===== src/rtl/cdb_arbiter_if.sv =====
// Result and broadcast signals shared by the execution units and the CDB arbiter.
// master: producer/consumer side; slave: the arbiter.
interface cdb_arbiter_if #(
  parameter int TAG_WIDTH  = 4,
  parameter int DATA_WIDTH = 32
);
  logic                  rdy;
  logic                  in_clear;
  logic [TAG_WIDTH-1:0]  in_alu_tag;
  logic [DATA_WIDTH-1:0] in_alu_value;
  logic [TAG_WIDTH-1:0]  in_lsb_tag;
  logic [DATA_WIDTH-1:0] in_lsb_value;
  logic                  out_alu_hold;
  logic                  out_lsb_hold;
  logic [TAG_WIDTH-1:0]  out_cdb_tag;
  logic [DATA_WIDTH-1:0] out_cdb_value;
  logic                  out_overflow;

  modport master (
    output rdy, in_clear, in_alu_tag, in_alu_value, in_lsb_tag, in_lsb_value,
    input  out_alu_hold, out_lsb_hold, out_cdb_tag, out_cdb_value, out_overflow
  );

  modport slave (
    input  rdy, in_clear, in_alu_tag, in_alu_value, in_lsb_tag, in_lsb_value,
    output out_alu_hold, out_lsb_hold, out_cdb_tag, out_cdb_value, out_overflow
  );
endinterface


===== src/rtl/cdb_arbiter.sv =====
// Buffers ALU and LSB results in per-source FIFOs and round-robins them onto one CDB.
// Define CDB_ARBITER_BYPASS_EN to let an empty FIFO's live input compete the same cycle.
module cdb_arbiter #(
  parameter int TAG_WIDTH  = 4,
  parameter int DATA_WIDTH = 32,
  parameter int FIFO_DEPTH = 4
) (
  input logic          clk,
  input logic          rst,
  cdb_arbiter_if.slave bus
);
  localparam int PW  = $clog2(FIFO_DEPTH);
  localparam int CW  = PW + 1;
  localparam int EW  = TAG_WIDTH + DATA_WIDTH;
  localparam int ALU = 0;
  localparam int LSB = 1;
  localparam logic [CW-1:0] FULL_LVL = CW'(FIFO_DEPTH);
  // One slot of slack covers the result already in flight behind a registered issue.
  localparam logic [CW-1:0] HOLD_LVL = CW'(FIFO_DEPTH - 1);

  logic [EW-1:0]         mem [2][FIFO_DEPTH];
  logic [PW-1:0]         rd_ptr [2];
  logic [PW-1:0]         wr_ptr [2];
  logic [CW-1:0]         cnt [2];
  logic                  last_grant;   // 1 = LSB granted most recently
  logic [TAG_WIDTH-1:0]  cdb_tag_p1;
  logic [DATA_WIDTH-1:0] cdb_value_p1;
  logic                  overflow;

  logic [EW-1:0] in_ent_p0 [2];
  logic [EW-1:0] head_p0 [2];
  logic [EW-1:0] cand_p0 [2];
  logic [EW-1:0] win_p0;
  logic [1:0]    in_vld_p0, head_vld_p0, cand_vld_p0, gnt_p0;
  logic [1:0]    pop_p0, byp_p0, acc_p0, drop_p0;

  // Stage p0: candidate selection, arbitration and FIFO push/pop decisions
  always_comb begin
    in_ent_p0[ALU] = {bus.in_alu_tag, bus.in_alu_value};
    in_ent_p0[LSB] = {bus.in_lsb_tag, bus.in_lsb_value};
    in_vld_p0      = {bus.in_lsb_tag != '0, bus.in_alu_tag != '0};
    for (int s = 0; s < 2; s++) begin
      head_vld_p0[s] = cnt[s] != '0;
      head_p0[s]     = mem[s][rd_ptr[s]];
`ifdef CDB_ARBITER_BYPASS_EN
      cand_vld_p0[s] = head_vld_p0[s] | in_vld_p0[s];
      cand_p0[s]     = head_vld_p0[s] ? head_p0[s] : in_ent_p0[s];
`else
      cand_vld_p0[s] = head_vld_p0[s];
      cand_p0[s]     = head_p0[s];
`endif
    end
    gnt_p0[ALU] = cand_vld_p0[ALU] & (~cand_vld_p0[LSB] | last_grant);
    gnt_p0[LSB] = cand_vld_p0[LSB] & (~cand_vld_p0[ALU] | ~last_grant);
    win_p0      = gnt_p0[LSB] ? cand_p0[LSB] : cand_p0[ALU];
    for (int s = 0; s < 2; s++) begin
      pop_p0[s]  = gnt_p0[s] & head_vld_p0[s];
      byp_p0[s]  = gnt_p0[s] & ~head_vld_p0[s];
      // A pop in the same cycle frees the slot, so a push into a full FIFO still lands.
      acc_p0[s]  = in_vld_p0[s] & ~byp_p0[s] & ((cnt[s] != FULL_LVL) | pop_p0[s]);
      drop_p0[s] = in_vld_p0[s] & ~byp_p0[s] & (cnt[s] == FULL_LVL) & ~pop_p0[s];
    end
  end

  always_ff @(posedge clk) begin
    if (bus.rdy && !bus.in_clear) begin
      for (int s = 0; s < 2; s++) begin
        if (acc_p0[s]) mem[s][wr_ptr[s]] <= in_ent_p0[s];
      end
    end
  end

  // Stage p1: registered broadcast and FIFO bookkeeping
  always_ff @(posedge clk) begin
    if (rst) begin
      for (int s = 0; s < 2; s++) begin
        rd_ptr[s] <= '0;
        wr_ptr[s] <= '0;
        cnt[s]    <= '0;
      end
      last_grant   <= 1'b1;
      cdb_tag_p1   <= '0;
      cdb_value_p1 <= '0;
      overflow     <= 1'b0;
    end else if (bus.rdy) begin
      if (bus.in_clear) begin
        for (int s = 0; s < 2; s++) begin
          rd_ptr[s] <= '0;
          wr_ptr[s] <= '0;
          cnt[s]    <= '0;
        end
        cdb_tag_p1 <= '0;
      end else begin
        for (int s = 0; s < 2; s++) begin
          if (acc_p0[s]) wr_ptr[s] <= wr_ptr[s] + PW'(1);
          if (pop_p0[s]) rd_ptr[s] <= rd_ptr[s] + PW'(1);
          cnt[s] <= cnt[s] + CW'(acc_p0[s]) - CW'(pop_p0[s]);
        end
        if (gnt_p0 != 2'b00) begin
          cdb_tag_p1   <= win_p0[EW-1 -: TAG_WIDTH];
          cdb_value_p1 <= win_p0[DATA_WIDTH-1:0];
          last_grant   <= gnt_p0[LSB];
        end else begin
          cdb_tag_p1 <= '0;
        end
        if (drop_p0 != 2'b00) overflow <= 1'b1;
      end
    end
  end

  assign bus.out_cdb_tag   = cdb_tag_p1;
  assign bus.out_cdb_value = cdb_value_p1;
  assign bus.out_overflow  = overflow;
  assign bus.out_alu_hold  = cnt[ALU] >= HOLD_LVL;
  assign bus.out_lsb_hold  = cnt[LSB] >= HOLD_LVL;
endmodule


===== src/flat_wrapper.sv =====
// flat-port wrapper written by rule: the top's interface ports become plain ports
module cdb_arbiter_flat 
#(
  parameter int TAG_WIDTH  = 4,
  parameter int DATA_WIDTH = 32,
  parameter int FIFO_DEPTH = 4
)
  (clk, rst, bus_rdy, bus_in_clear, bus_in_alu_tag, bus_in_alu_value, bus_in_lsb_tag, bus_in_lsb_value, bus_out_alu_hold, bus_out_lsb_hold, bus_out_cdb_tag, bus_out_cdb_value, bus_out_overflow);
  cdb_arbiter_if #(.TAG_WIDTH(TAG_WIDTH), .DATA_WIDTH(DATA_WIDTH)) bus_i ();
  input logic clk;
  input logic rst;
  input wire logic [$bits(bus_i.rdy)-1:0] bus_rdy;
  input wire logic [$bits(bus_i.in_clear)-1:0] bus_in_clear;
  input wire logic [$bits(bus_i.in_alu_tag)-1:0] bus_in_alu_tag;
  input wire logic [$bits(bus_i.in_alu_value)-1:0] bus_in_alu_value;
  input wire logic [$bits(bus_i.in_lsb_tag)-1:0] bus_in_lsb_tag;
  input wire logic [$bits(bus_i.in_lsb_value)-1:0] bus_in_lsb_value;
  output wire logic [$bits(bus_i.out_alu_hold)-1:0] bus_out_alu_hold;
  output wire logic [$bits(bus_i.out_lsb_hold)-1:0] bus_out_lsb_hold;
  output wire logic [$bits(bus_i.out_cdb_tag)-1:0] bus_out_cdb_tag;
  output wire logic [$bits(bus_i.out_cdb_value)-1:0] bus_out_cdb_value;
  output wire logic [$bits(bus_i.out_overflow)-1:0] bus_out_overflow;
  assign bus_i.rdy = bus_rdy;
  assign bus_i.in_clear = bus_in_clear;
  assign bus_i.in_alu_tag = bus_in_alu_tag;
  assign bus_i.in_alu_value = bus_in_alu_value;
  assign bus_i.in_lsb_tag = bus_in_lsb_tag;
  assign bus_i.in_lsb_value = bus_in_lsb_value;
  assign bus_out_alu_hold = bus_i.out_alu_hold;
  assign bus_out_lsb_hold = bus_i.out_lsb_hold;
  assign bus_out_cdb_tag = bus_i.out_cdb_tag;
  assign bus_out_cdb_value = bus_i.out_cdb_value;
  assign bus_out_overflow = bus_i.out_overflow;
  cdb_arbiter #(.TAG_WIDTH(TAG_WIDTH), .DATA_WIDTH(DATA_WIDTH), .FIFO_DEPTH(FIFO_DEPTH)) u_core (.clk(clk), .rst(rst), .bus(bus_i));
endmodule

===== config.mk =====
export PLATFORM = sky130hd
export DESIGN_NAME = cdb_arbiter_flat
export DESIGN_NICKNAME = d
export VERILOG_FILES = /design/src/rtl/cdb_arbiter_if.sv /design/src/rtl/cdb_arbiter.sv /design/src/flat_wrapper.sv
export SDC_FILE = /design/constraint.sdc
export NUM_CORES = 1
export LEC_CHECK = 0
export CAP_MARGIN = 20
export CORE_AREA = 2 2 212 214
export DETAILED_ROUTE_END_ITERATION = 10
export DIE_AREA = 0 0 214 216
export PLACE_DENSITY = 0.54
export REMOVE_ABC_BUFFERS = 1
export SYNTH_ARGS = -nofsm -noshare
export SYNTH_HDL_FRONTEND = slang
export SYNTH_SLANG_ARGS = --single-unit

===== constraint.sdc =====
create_clock -name clk -period 3.61 [get_ports clk]
set_clock_uncertainty 0.15 [all_clocks]
set_input_delay 0.722 -clock clk [delete_from_list [all_inputs] [get_ports clk]]
set_output_delay 0.722 -clock clk [all_outputs]
set_load 0.01 [all_outputs]

# After elaboration in Yosys (flattened, before gate mapping)
# Memory sizes are Yosys's and may differ from the RTL's.
# Cells that the tools add are included.
[word_totals] ff_bits=38 mem_bits_rw=302 in_bits=76 out_inout_bits=39 memories=4
[mem_list] name="u_core.mem" words=2 word_bits=144 read_ports=2 rd_ports_with_merged_regs=0 write_ports=2 line="cdb_arbiter.sv:21" source="logic [EW-1:0] mem [2][FIFO_DEPTH];"
[mem_list] name="u_core.cnt" words=2 word_bits=3 read_ports=2 rd_ports_with_merged_regs=0 write_ports=2 line="cdb_arbiter.sv:24" source="logic [CW-1:0] cnt [2];"
[mem_list] name="u_core.rd_ptr" words=2 word_bits=2 read_ports=2 rd_ports_with_merged_regs=0 write_ports=2 line="cdb_arbiter.sv:22" source="logic [PW-1:0] rd_ptr [2];"
[mem_list] name="u_core.wr_ptr" words=2 word_bits=2 read_ports=2 rd_ports_with_merged_regs=0 write_ports=2 line="cdb_arbiter.sv:23" source="logic [PW-1:0] wr_ptr [2];"
[classes] addsub=8 magnitude_cmp=8 eq_ne=4 muxes=59 bitwise=42 n_reduce_logical=12
[ops] op="2-to-1 mux 144 bit" n=2
[ops] op="2-to-1 mux 36 bit" n=7
[ops] op="binary-select mux 36 bit (select 2 bit)" n=2
[ops] op="demux 36 bit (select 2 bit)" n=2
[ops] op="2-to-1 mux 1 bit" n=32
[ops] op="2-to-1 mux 2 bit" n=8
[ops] op="OR 1 bit" n=16
[ops] op="bitwise AND 1 bit" n=14
[ops] op="greater-or-equal comparator 3 bit, second input constant" n=4
[ops] op="2-to-1 mux 3 bit" n=4
[ops] op="inverter 2 -> 3 bit" n=4
[ops] op="adder 2 x 1 -> 2 bit, second input constant" n=4
[ops] op="2-to-1 mux 4 bit" n=2
[ops] op="inverter 1 bit" n=8
[ops] op="nonzero test 4 bit" n=2
[ops] op="adder 3 x 1 -> 3 bit" n=2
[ops] op="== test 3 bit, second input constant" n=2
[ops] op="greater-or-equal comparator 3 x 2 -> 1 bit, second input constant" n=2
[ops] op="< comparator 3 x 1 -> 1 bit, second input constant" n=2
[ops] op="!= test 3 bit, second input constant" n=2
[ops] op="AND reduction 3 bit" n=2
[ops] op="nonzero test 3 bit" n=2
[ops] op="subtractor 3 x 1 -> 3 bit" n=2
[ops] op="nonzero test 2 bit" n=2
[ops] op="2 further kinds" n=4

# Longest topological paths before layout
[logic_depth] ltp_word=14 mapped_depth=12

# Least setup slack after synthesis
# Ideal clock, no wire load.
[synth_path] path_type="reg-to-reg" from="mem u_core.cnt[0][4] (netlist bit)" to="mem u_core.cnt[0][5] (netlist bit) (data pin)" setup_time_ns=0.256 t_arrival_ns=2.402 t_required_ns=3.204 setup_slack_ns=0.802 stages_incl_launch_ff=13 synth_period_minus_slack_ns=2.808 cell_sequence="edfxtp_1 > or3_1 > buf_2 > o21ai_4 > inv_4 > buf_6 > ha_1 > inv_1 > ha_1 > inv_1 > fa_1 > xor2_1 > nor2_1"
[synth_rtl] element="start, declared" line="cdb_arbiter.sv:24"

==> flow_metrics.env <==
export IMPL_ys_seq_area_share_pct=75.1
export IMPL_grt_pass1_vias=7048
export IMPL_period_needed_ns=2.86
export IMPL_seqCellArea_um2=9830
export IMPL_multi_input_area_um2=3010
export IMPL_vdd_drop_max_uv=236
export IMPL_initial_utilization_pct=29.9
export IMPL_die_width_um=214
export IMPL_fillCellCount=4062
export IMPL_p_per_area_nw_per_um2=554
export IMPL_ant_nets=0
export IMPL_synth_area_um2=13100
export IMPL_die_h_um=216
export IMPL_rrSetupSlack_ns=0.75
export IMPL_synth_seq_cells=340
export IMPL_portBuffers=114
export IMPL_post_cts_setup_buffer_count=0
export IMPL_holdCritPathClass="flop to flop"
export IMPL_yosysWarnings=0
export IMPL_wl_per_cell_um=20.9
export IMPL_clock_latency_ns=0.53
export IMPL_area_growth_pct=23.9
export IMPL_ios=115
export IMPL_place_gp_congestion=0.794
export IMPL_cts_buffers=35
export IMPL_syn_avg_cell_area_um2=19.1
export IMPL_crit_required_ns=3.72
export IMPL_hold_buffers=0
export IMPL_cp_max_fo=6
export IMPL_firstDrtPassIters=8
export IMPL_startpoint="u_core.cnt[0][4]$_SDFFCE_PN0P_"
export IMPL_r2r_start="u_core.cnt[0][4]$_SDFFCE_PN0P_"
export IMPL_clock_sinks=340
export IMPL_drive_gt1_share_pct=21.3
export IMPL_worstMarginPinSlew_ns=0.814
export IMPL_num_vias=6651
export IMPL_grt_max_degree=39
export IMPL_dp_cells=1379
export IMPL_instances_no_fill=1443
export IMPL_cp_end_kind="flop"
export IMPL_cap_violations=0
export IMPL_grt_usage_pct=13.1
export IMPL_antenna_found_initial=2
export IMPL_outcome="finished, final reports clean"
export IMPL_final_common_cell="edfxtp_1"
export IMPL_worstPathArrival_ns=2.97
export IMPL_final_nets=916
export IMPL_cts_tree="built"
export IMPL_die_area_um2=46200
export IMPL_rsz0062_at_grt="no"
export IMPL_finalCritPeriodShare_pct=79.2
export IMPL_rows=77
export IMPL_path_class="flop to flop"
export IMPL_fin_ws_ns=0.752
export IMPL_stdcell_area_um2=16200
export IMPL_routed_wl_um=30200
export IMPL_finalSetupViolCount=0
export IMPL_max_slew_margin_rel_pct=45.5
export IMPL_num_antenna_cells=0
export IMPL_cts_root_buf="clkbuf_16"
export IMPL_power_leakage_uw=0.00527
export IMPL_r2r_cells=9
export IMPL_core_area_um2=43800
export IMPL_slew_viol_final=0
export IMPL_placed_cell_area_um2=15100
export IMPL_grt_first_pass_wirelength_um=45200
export IMPL_rr_endpoint="u_core.cnt[0][2]$_SDFFCE_PN0P_"
export IMPL_grt_overflow=0
export IMPL_path_clk_slew_ns=0.06
export IMPL_crit_end="u_core.cnt[0][2]$_SDFFCE_PN0P_"
export IMPL_vias_per_cell=4.61
export IMPL_post_route_drc_count=0
export IMPL_postCtsResizedCells=0
export IMPL_preCtsSetupSlack_ns=0.461
export IMPL_syn_inst=685
export IMPL_finalHoldViolCount=0
export IMPL_first_iter_violations=516
export IMPL_finalSetupTns_ns=0
export IMPL_fmax_mhz=350
export IMPL_hpwl_um=19100
export IMPL_cts_max_level=2
export IMPL_layout_common_cells="edfxtp_1 (302), clkdlybuf4s50_1 (114), nand2_1 (87)"
export IMPL_synth_distinct_cells=37
export IMPL_critPathLaunchType="flop"
export IMPL_clk_path_buf_depth=3
worst min path at each step:
stage                                         startpoint                                        end  cells past startpoint
2_1_floorplan   u_core.bus.out_cdb_value[0]$_SDFFE_PP0P_   u_core.bus.out_cdb_value[0]$_SDFFE_PP0P_                      2
3_3_place_gp   u_core.bus.out_cdb_value[18]$_SDFFE_PP0P_  u_core.bus.out_cdb_value[18]$_SDFFE_PP0P_                      2
3_5_place_dp   u_core.bus.out_cdb_value[30]$_SDFFE_PP0P_  u_core.bus.out_cdb_value[30]$_SDFFE_PP0P_                      2
4_1_cts           u_core.bus.out_cdb_tag[3]$_SDFFE_PP0P_     u_core.bus.out_cdb_tag[3]$_SDFFE_PP0P_                      2
5_1_grt        u_core.bus.out_cdb_value[24]$_SDFFE_PP0P_  u_core.bus.out_cdb_value[24]$_SDFFE_PP0P_                      2
6_report       u_core.bus.out_cdb_value[18]$_SDFFE_PP0P_  u_core.bus.out_cdb_value[18]$_SDFFE_PP0P_                      2
sequential cells by signal, summed over array words and instances (netlist names):
signal,cells
u_core.mem,288
u_core.bus.out_cdb_tag,4
u_core.last_grant,1
u_core.bus.out_cdb_value,32
u_core.cnt,6
u_core.bus.out_overflow,1
u_core.rd_ptr,4
u_core.wr_ptr,4
routing by layer:
metal	vias up	track usage [%]	wire length, um	share of wire, %
li1	3010	-	-	-
met1	3415	17.5	13400	44
met2	182	21.7	14700	49
met3	40	2.80	1500	5.0
met4	4	3.45	533	1.8
met5	-	0	28	0.093
report_power, final:
group          internal (uW)  leakage (uW)  switching [uW]
logic                    421       0.00163             501
registers               4420       0.00308            72.2
clock network           2120      0.000558            1450
total                   6960       0.00527            2020
cell usage after synthesis, drive strengths merged:
library cell / n / area share, %
a21oi: 2 / 0.076
a22o: 1 / 0.067
a22oi: 1 / 0.057
a32oi: 32 / 2.1
a41oi: 2 / 0.25
and3: 10 / 0.48
buf: 21 / 1.2
clkbuf: 14 / 0.40
dfxtp: 38 / 5.8
edfxtp: 302 / 69
fa: 2 / 0.31
ha: 14 / 1.3
inv: 18 / 0.54
mux2i: 3 / 0.23
mux4: 72 / 12
nand2: 107 / 3.4
nand2b: 1 / 0.048
nand4: 2 / 0.096
nor2: 16 / 0.46
nor2b: 1 / 0.048
nor3: 2 / 0.11
nor4: 2 / 0.096
o21ai: 14 / 0.65
o22ai: 1 / 0.048
o311ai: 1 / 0.067
or3: 2 / 0.096
xnor2: 2 / 0.13
xor2: 2 / 0.13
worst max-delay path: stages (launching register included):
cell	delay (ns)
edfxtp_1	0.48
or3_1	0.53
a21oi_1	0.34
ha_1	0.29
inv_1	0.06
ha_1	0.13
inv_1	0.05
fa_1	0.39
xor2_1	0.13
nor2_1	0.05
final cells by class:
cell class / instances / area share [%]
multi-input combinational: 292 / 18.6
tap: 592 / 4.57
timing repair buffer: 137 / 8.79
inverter: 18 / 0.432
sequential: 340 / 60.6
clock inverter: 10 / 0.717
clock buffer: 54 / 6.34
kinds of logic (layout without fill, tap and decap cells):
group	count (synthesis)	count (layout)	share of synthesized area, %
xor+xnor	4	4	0.268
mux	75	75	12.6
fa+ha+maj	16	16	1.64
compound gates	54	54	3.35
simple gates	143	143	4.88
flops	340	340	75.1
buf+inv	53	219	2.16
per-stage QoR:
step / utilization [%] / hold WS [ns] / total power, uW
global placement: 34.4 / 0.281 / 5520
finish: 37.0 / 0.299 / 8980
CTS: 37.0 / 0.302 / 9110
floorplan: - / 0.320 / 5050
detailed placement: 34.4 / 0.288 / 5530
global route: 37.0 / 0.322 / 9320
(Power assumes the default switching activity.)
